### config.mk
export PLATFORM = sky130hd
export DESIGN_NAME = decode_sequencer_flat
export DESIGN_NICKNAME = d
export VERILOG_FILES = /design/src/rtl/decode_sequencer_if.sv /design/src/rtl/decode_sequencer.sv /design/src/flat_wrapper.sv
export SDC_FILE = /design/constraint.sdc
export NUM_CORES = 1
export LEC_CHECK = 0
export ABC_CLOCK_PERIOD_IN_PS = 2200
export CAP_MARGIN = 20
export CELL_PAD_IN_SITES_DETAIL_PLACEMENT = 1
export CELL_PAD_IN_SITES_GLOBAL_PLACEMENT = 1
export CORE_AREA = 4 4 127 129
export DETAILED_ROUTE_END_ITERATION = 6
export DIE_AREA = 0 0 131 133
export PLACE_DENSITY = 0.87
export SLEW_MARGIN = 40
export SYNTH_ARGS = -nofsm -noshare
export SYNTH_HDL_FRONTEND = slang
export SYNTH_SLANG_ARGS = --single-unit
### constraint.sdc
create_clock -name clock -period 2.2 [get_ports clock]
set_input_delay 0.66 -clock clock [delete_from_list [all_inputs] [get_ports clock]]
set_output_delay 0.66 -clock clock [all_outputs]
set_load 0.005 [all_outputs]
### src/rtl/decode_sequencer_if.sv
// decode_sequencer_if: frame output handshake between the sequencer and the frame consumer
interface decode_sequencer_if;
  logic frame_valid;
  logic frame_ready;
  logic [95:0] frame_data;
  modport master(output frame_valid, frame_data, input frame_ready);
  modport slave(input frame_valid, frame_data, output frame_ready);
endinterface

### src/rtl/decode_sequencer.sv
// decode_sequencer: frame capture, inter-bit timeout and decoder re-arm control; DECODE_SEQ_STATS_EN builds the timeout/overrun counters
module decode_sequencer #(
  parameter int TIMEOUT_CYCLES = 4096,
  parameter int HOLDOFF_CYCLES = 16
) (
  input  logic clock,
  input  logic reset,
  input  logic serial_clock,
  input  logic decoder_full,
  input  logic [3:0] decoder_validations,
  input  logic [95:0] frame_in,
  output logic decoder_rearm,
  output logic busy,
  output logic [1:0] seq_state,
  output logic [7:0] timeout_count,
  output logic [7:0] overrun_count,
  decode_sequencer_if.master frame
);
  typedef enum logic [1:0] {IDLE = 2'd0, RECEIVING = 2'd1, REARM = 2'd2} state_t;
  localparam logic [15:0] GAP_LAST = 16'(TIMEOUT_CYCLES - 1);
  localparam logic [7:0] HOLD_LAST = 8'(HOLDOFF_CYCLES - 1);
  state_t state, state_next;
  logic [15:0] gap;
  logic [7:0] hold;
  logic receiving, free, capture, timeout_hit;
  assign receiving = state == RECEIVING;
  assign free = !frame.frame_valid || frame.frame_ready;
  assign capture = receiving && decoder_full && free;
  assign timeout_hit = receiving && !decoder_full && !serial_clock && gap == GAP_LAST;
  assign seq_state = state;
  assign busy = state != IDLE;
  assign decoder_rearm = state == REARM;
  // state register plus gap and holdoff timers
  always_ff @(posedge clock) begin
    if (reset) begin
      state <= IDLE;
      gap <= '0;
      hold <= '0;
    end else begin
      state <= state_next;
      gap <= (!receiving || serial_clock) ? 16'd0 : gap + 16'd1;
      hold <= (state == REARM && state_next == REARM) ? hold + 8'd1 : 8'd0;
    end
  end
  // next-state: full frame beats timeout, re-arm lasts HOLDOFF_CYCLES
  always_comb begin
    state_next = state;
    case (state)
      IDLE: state_next = serial_clock ? RECEIVING : IDLE;
      RECEIVING: state_next = (decoder_full || timeout_hit) ? REARM : RECEIVING;
      REARM: state_next = hold == HOLD_LAST ? IDLE : REARM;
      default: state_next = IDLE;
    endcase
  end
  // one-deep output buffer; data only changes when the buffer is free
  always_ff @(posedge clock) begin
    if (reset) begin
      frame.frame_valid <= 1'b0;
      frame.frame_data <= '0;
    end else if (capture) begin
      frame.frame_valid <= 1'b1;
      frame.frame_data <= frame_in;
    end else if (frame.frame_valid && frame.frame_ready) begin
      frame.frame_valid <= 1'b0;
    end
  end
`ifdef DECODE_SEQ_STATS_EN
  logic locked, overrun_hit;
  assign overrun_hit = receiving && decoder_full && !free;
  // lock tracking and saturating event counters
  always_ff @(posedge clock) begin
    if (reset) begin
      locked <= 1'b0;
      timeout_count <= '0;
      overrun_count <= '0;
    end else begin
      locked <= (state == IDLE) ? 1'b0 : (locked || (receiving && &decoder_validations));
      if (timeout_hit && locked && timeout_count != 8'hFF) timeout_count <= timeout_count + 8'd1;
      if (overrun_hit && overrun_count != 8'hFF) overrun_count <= overrun_count + 8'd1;
    end
  end
`else
  logic unused_validations;
  assign unused_validations = &decoder_validations;
  assign timeout_count = '0;
  assign overrun_count = '0;
`endif
endmodule

### src/flat_wrapper.sv
// flat-port wrapper written by rule: the top's interface ports become plain ports
module decode_sequencer_flat 
#(
  parameter int TIMEOUT_CYCLES = 4096,
  parameter int HOLDOFF_CYCLES = 16
)
  (clock, reset, serial_clock, decoder_full, decoder_validations, frame_in, decoder_rearm, busy, seq_state, timeout_count, overrun_count, frame_frame_valid, frame_frame_data, frame_frame_ready);
  decode_sequencer_if frame_i ();
  input  logic clock;
  input  logic reset;
  input  logic serial_clock;
  input  logic decoder_full;
  input  logic [3:0] decoder_validations;
  input  logic [95:0] frame_in;
  output logic decoder_rearm;
  output logic busy;
  output logic [1:0] seq_state;
  output logic [7:0] timeout_count;
  output logic [7:0] overrun_count;
  output wire logic [$bits(frame_i.frame_valid)-1:0] frame_frame_valid;
  output wire logic [$bits(frame_i.frame_data)-1:0] frame_frame_data;
  input wire logic [$bits(frame_i.frame_ready)-1:0] frame_frame_ready;
  assign frame_frame_valid = frame_i.frame_valid;
  assign frame_frame_data = frame_i.frame_data;
  assign frame_i.frame_ready = frame_frame_ready;
  decode_sequencer #(.TIMEOUT_CYCLES(TIMEOUT_CYCLES), .HOLDOFF_CYCLES(HOLDOFF_CYCLES)) u_core (.clock(clock), .reset(reset), .serial_clock(serial_clock), .decoder_full(decoder_full), .decoder_validations(decoder_validations), .frame_in(frame_in), .decoder_rearm(decoder_rearm), .busy(busy), .seq_state(seq_state), .timeout_count(timeout_count), .overrun_count(overrun_count), .frame(frame_i));
endmodule
# Yosys cells after proc, flatten, opt, wreduce, memory -nomap -nowiden
# Index checks and enable logic that the tools add are counted.
# word_totals
out_inout_bits,117
wordCells,38
register_bits,123
inputBits,105
# op_classes
addsub,2
bitwise_logic,1
n_eq_ne,5
n_reduce_logical,19
mux,6
# op_table
operator,n
"adder 16 x 1 -> 16 bit, second input constant",1
"== test 16 x 12 -> 1 bit, second input constant",1
"adder 8 x 1 -> 8 bit, second input constant",1
"== test 8 x 4 -> 1 bit, second input constant",1
logical AND 1 bit,7
case mux 2 bit (3 select lines),1
"== test 2 bit, second input constant",2
logical NOT 1 bit,4
2-to-1 mux 2 bit,2
nonzero test 2 bit,2
OR reduction 2 bit,2
logical OR 1 bit,3
2-to-1 mux 1 bit,3
"== test 2 x 1 -> 1 bit, second input constant",1
logical NOT 2 bit,1
NOT 1 bit,1

# Longest topological paths before layout
# logic_depth
word_depth,11
ltp_mapped,7
depth_no_buf,5

# Worst setup path after synthesis
# Ideal clock, no wire load.
# synth_timing
path_kind,input port to flip-flop
from,input port decoder_full
to,register u_core.frame.frame_data[13]
required_time_ps,2068
path_stages,7
arrival_ps,1518
setup_time_ps,132
path_slack_ps,550
path_cell_list,and3b_2 and2_1 buf_4 buf_6 buf_6 nand2_1 a21oi_1
# synth_via
elab_chain_len,2
# synth_lines
item,line_no,text
start: declaration,flat_wrapper.sv:12,input logic decoder_full;
logical AND 1 bit (2 in series),decode_sequencer.sv:28,assign capture = receiving && decoder_full && free;
end signal: assignment,decode_sequencer.sv:62,frame.frame_data <= frame_in;
end: declaration,decode_sequencer_if.sv:6,"modport master(output frame_valid, frame_data, input frame_ready);"
# Every way passes these cells.
# A chain may end at the register's enable or synchronous reset.

# Worst setup path in the final report
# layout_timing
from,register u_core.state[1] (netlist: u_core.seq_state[1])
to,output port decoder_rearm
# layout_via
elab_chain_len,1
# layout_lines
item,line_no,text
start: declaration,decode_sequencer.sv:22,"state_t state, state_next;"
start signal: assignment,decode_sequencer.sv:40,state <= state_next;
== test 2 bit,decode_sequencer.sv:32,assign decoder_rearm = state == REARM;
end: declaration,flat_wrapper.sv:15,output logic decoder_rearm;
# Every way passes these cells.

==> results.sh <==
export IMPL_hold_path_endpoint="u_core.hold[0]$_SDFF_PP0_"
export IMPL_p_int_mw=4.68
export IMPL_dieArea_um2=17400
export IMPL_clock_sinks=123
export IMPL_area_growth_pct=60.4
export IMPL_cts_root_buf="clkbuf_16"
export IMPL_syn_area_per_cell_um2=8.24
export IMPL_r2r_start="u_core.gap[3]$_SDFF_PP0_"
export IMPL_rows=45
export IMPL_layout_commonest_cell="clkdlybuf4s50_1"
export IMPL_via_per_inst=4.54
export IMPL_ant_nets=0
export IMPL_antenna_found_initial=0
export IMPL_min_from="u_core.hold[0]$_SDFF_PP0_"
export IMPL_syn_instance_count=559
export IMPL_final_cell_mix="clkdlybuf4s50_1, nand2_1, dfxtp_1"
export IMPL_leakagePower_nw=2.65
export IMPL_overflow=0
export IMPL_cp_cell_sequence="nor2b_4 > clkdlybuf4s50_1"
export IMPL_r2r_end="u_core.gap[15]$_SDFF_PP0_"
export IMPL_ys_types=36
export IMPL_fin_nets=860
export IMPL_fmax_mhz=475
export IMPL_grt_pass1_wl_mm=22.6
export IMPL_core_area_um2=15000
export IMPL_design_area_um2=7390
export IMPL_ys_ff_latch=123
export IMPL_status="finished, final reports clean"
export IMPL_hold_viol_final=0
export IMPL_drive_gt1_share_pct=6.54
export IMPL_startpoint="u_core.seq_state[1]$_SDFF_PP0_"
export IMPL_seq_area_frac_synth_pct=53.5
export IMPL_fillers=1764
export IMPL_dp_cells=922
export IMPL_multi_input_area_um2=1870
export IMPL_drt_total_wl_mm=14.6
export IMPL_die_w_um=131
export IMPL_syn_area_um2=4600
export IMPL_power_switching_mw=1.23
export IMPL_cp_arrival_ns=1.45
export IMPL_hold_path_class="reg2reg"
export IMPL_synthTopCellsByArea="dfxtp_1, nand2_1, a21oi_1"
export IMPL_rsz0062_at_grt="no"
export IMPL_fin_crit_sh_pct=95.8
export IMPL_fin_cells=953
export IMPL_swShare_pct=20.8
export IMPL_ir_drop_uv=465
export IMPL_grtUsageTotal_pct=16.4
export IMPL_synth_enable_flop_cells=0
export IMPL_dpl_instance_area_um2=6740
export IMPL_h_tree_depth=4
export IMPL_first_pass_iters=4
export IMPL_rr_worst_depth=4
export IMPL_portBuffers=201
export IMPL_criticalPathCategory="reg2out"
export IMPL_fin_total_pwr_mw=5.92
export IMPL_worst_slack_ns=0.0931
export IMPL_clk_pin_slew_worst_paths_ns=0.05
export IMPL_ys_warn_count=0
export IMPL_num_vias=4327
export IMPL_cp_top_family="buffers and inverters"
export IMPL_clk_latency_ns=0.41
export IMPL_synth_area_leader_cell="dfxtp_1"
export IMPL_ioPinCount=222
export IMPL_r2r_setup_slack_ns=0.67
export IMPL_grt_max_degree=61
export IMPL_diodes=0
export IMPL_setup_violations=0
export IMPL_async_reset_ff_share_pct=0
export IMPL_fin_skew_ns=0.00500
export IMPL_p_comb_share_pct=9.7
export IMPL_clk_path_buf_depth=2
export IMPL_cp_start_kind="register"
export IMPL_end_kind="output port"
export IMPL_drt_first_iter_violations=160
export IMPL_crit_slowest_cell="clkdlybuf4s50_1"
export IMPL_whs_path_depth=1
export IMPL_synth_top_area_share_pct=53.5
export IMPL_die_h_um=133
export IMPL_power_frac_clock_pct=50.8
export IMPL_dp_worst_setup_slack_ns=0.0000624
export IMPL_ff_latch_area_um2=2470
export IMPL_hpwlAfterDp_mm=10.4
export IMPL_wl_per_cell_um=15.3
export IMPL_finalSetupTns_ns=0
export IMPL_first_global_vias=4530
export IMPL_required_ns=1.54
export IMPL_path_max_fanout=6
export IMPL_power_per_cell_area_nw_per_um2=801
export IMPL_finalCriticalPeriod_ns=2.11
export IMPL_synth_flop_cell="dfxtp_1"
export IMPL_cts_buffers_inserted=17
export IMPL_maxSlewViolCount=0
export IMPL_hold_slack_ns=0.448
export IMPL_power_frac_seq_pct=39.5
export IMPL_cts_tree="yes"
export IMPL_maxCapViolCount=0
export IMPL_path_buf_inv=1
export IMPL_place_congestion=0.710
export IMPL_initial_core_util_pct=30.6
export IMPL_slowest_delay_ns=0.51
export IMPL_post_route_util_pct=49.1
export IMPL_drc=0
flip-flops by register name, indices dropped and copies added (netlist names):
signal / flops
u_core.frame.frame_valid: 1
u_core.hold: 8
u_core.frame.frame_data: 96
u_core.seq_state: 2
u_core.gap: 16
Yosys cell counts (all sizes together) (2+ instances only):
cell type / n
nor2: 23
or3: 2
and4: 3
clkbuf: 15
dfxtp: 123
nand4: 6
xnor2: 4
xor2: 14
o21ai: 2
inv: 4
nand3: 8
ha: 2
and2: 3
nand2b: 3
and3: 4
buf: 36
a21oi: 99
nand2: 196
power groups by stage:
stage,Combinational [mW],Clock [mW],Sequential [mW]
detailed placement,0.581,0,2.39
global placement,0.573,0,2.38
global route,0.628,3.16,2.35
floorplan,0.206,0,2.39
CTS,0.585,3.07,2.34
finish,0.575,3.00,2.34
layout make-up:
cell class,count,share of cell area [%]
well taps,188,3.18
multi-input cells,396,25.3
clock buffers,24,6.79
inverters,4,0.203
repair buffers,211,29.3
flip-flops and latches,123,33.4
clock inverters,7,1.83
worst max path at each step:
| stage | end | cells after the start |
|---|---|---|
| floorplan | u_core.frame.frame_data[13]$_SDFFE_PP0P_ | 7 |
| global placement | u_core.seq_state[0]$_SDFF_PP0_ | 5 |
| detailed placement | u_core.frame.frame_data[22]$_SDFFE_PP0P_ | 6 |
| CTS | decoder_rearm | 2 |
| global route | decoder_rearm | 2 |
| finish | decoder_rearm | 2 |
kinds of logic (layout without fill, tap and decap cells):
| group | count (synthesis) | count (layout) | share of synthesized area, % |
|---|---|---|---|
| DFF | 123 | 123 | 53.5 |
| xor gates and xnor gates | 18 | 18 | 3.42 |
| buffers and inverters | 55 | 246 | 7.45 |
| and+or+nand+nor | 255 | 255 | 23.4 |
| AOI/OAI and AO/OA | 105 | 105 | 11.7 |
| adders and majority gates | 2 | 2 | 0.543 |
| other | 1 | 16 | 0.0814 |
layer usage:
metal / routed length [um] / GRT usage, %
met1: 5890 / 18.2
met2: 7420 / 29.3
met3: 1000 / 5.01
met4: 242 / 5.54
met5: 0 / 0
timing repair:
action	in CTS	in global routing
endpoints found under the hold margin	0	0
setup endpoints to repair	2	2
hold buffers	0	0
setup buffers	0	0
resized for setup	3	3
pin swaps	0	0
No activity file was read; power rests on OpenSTA's default activity.
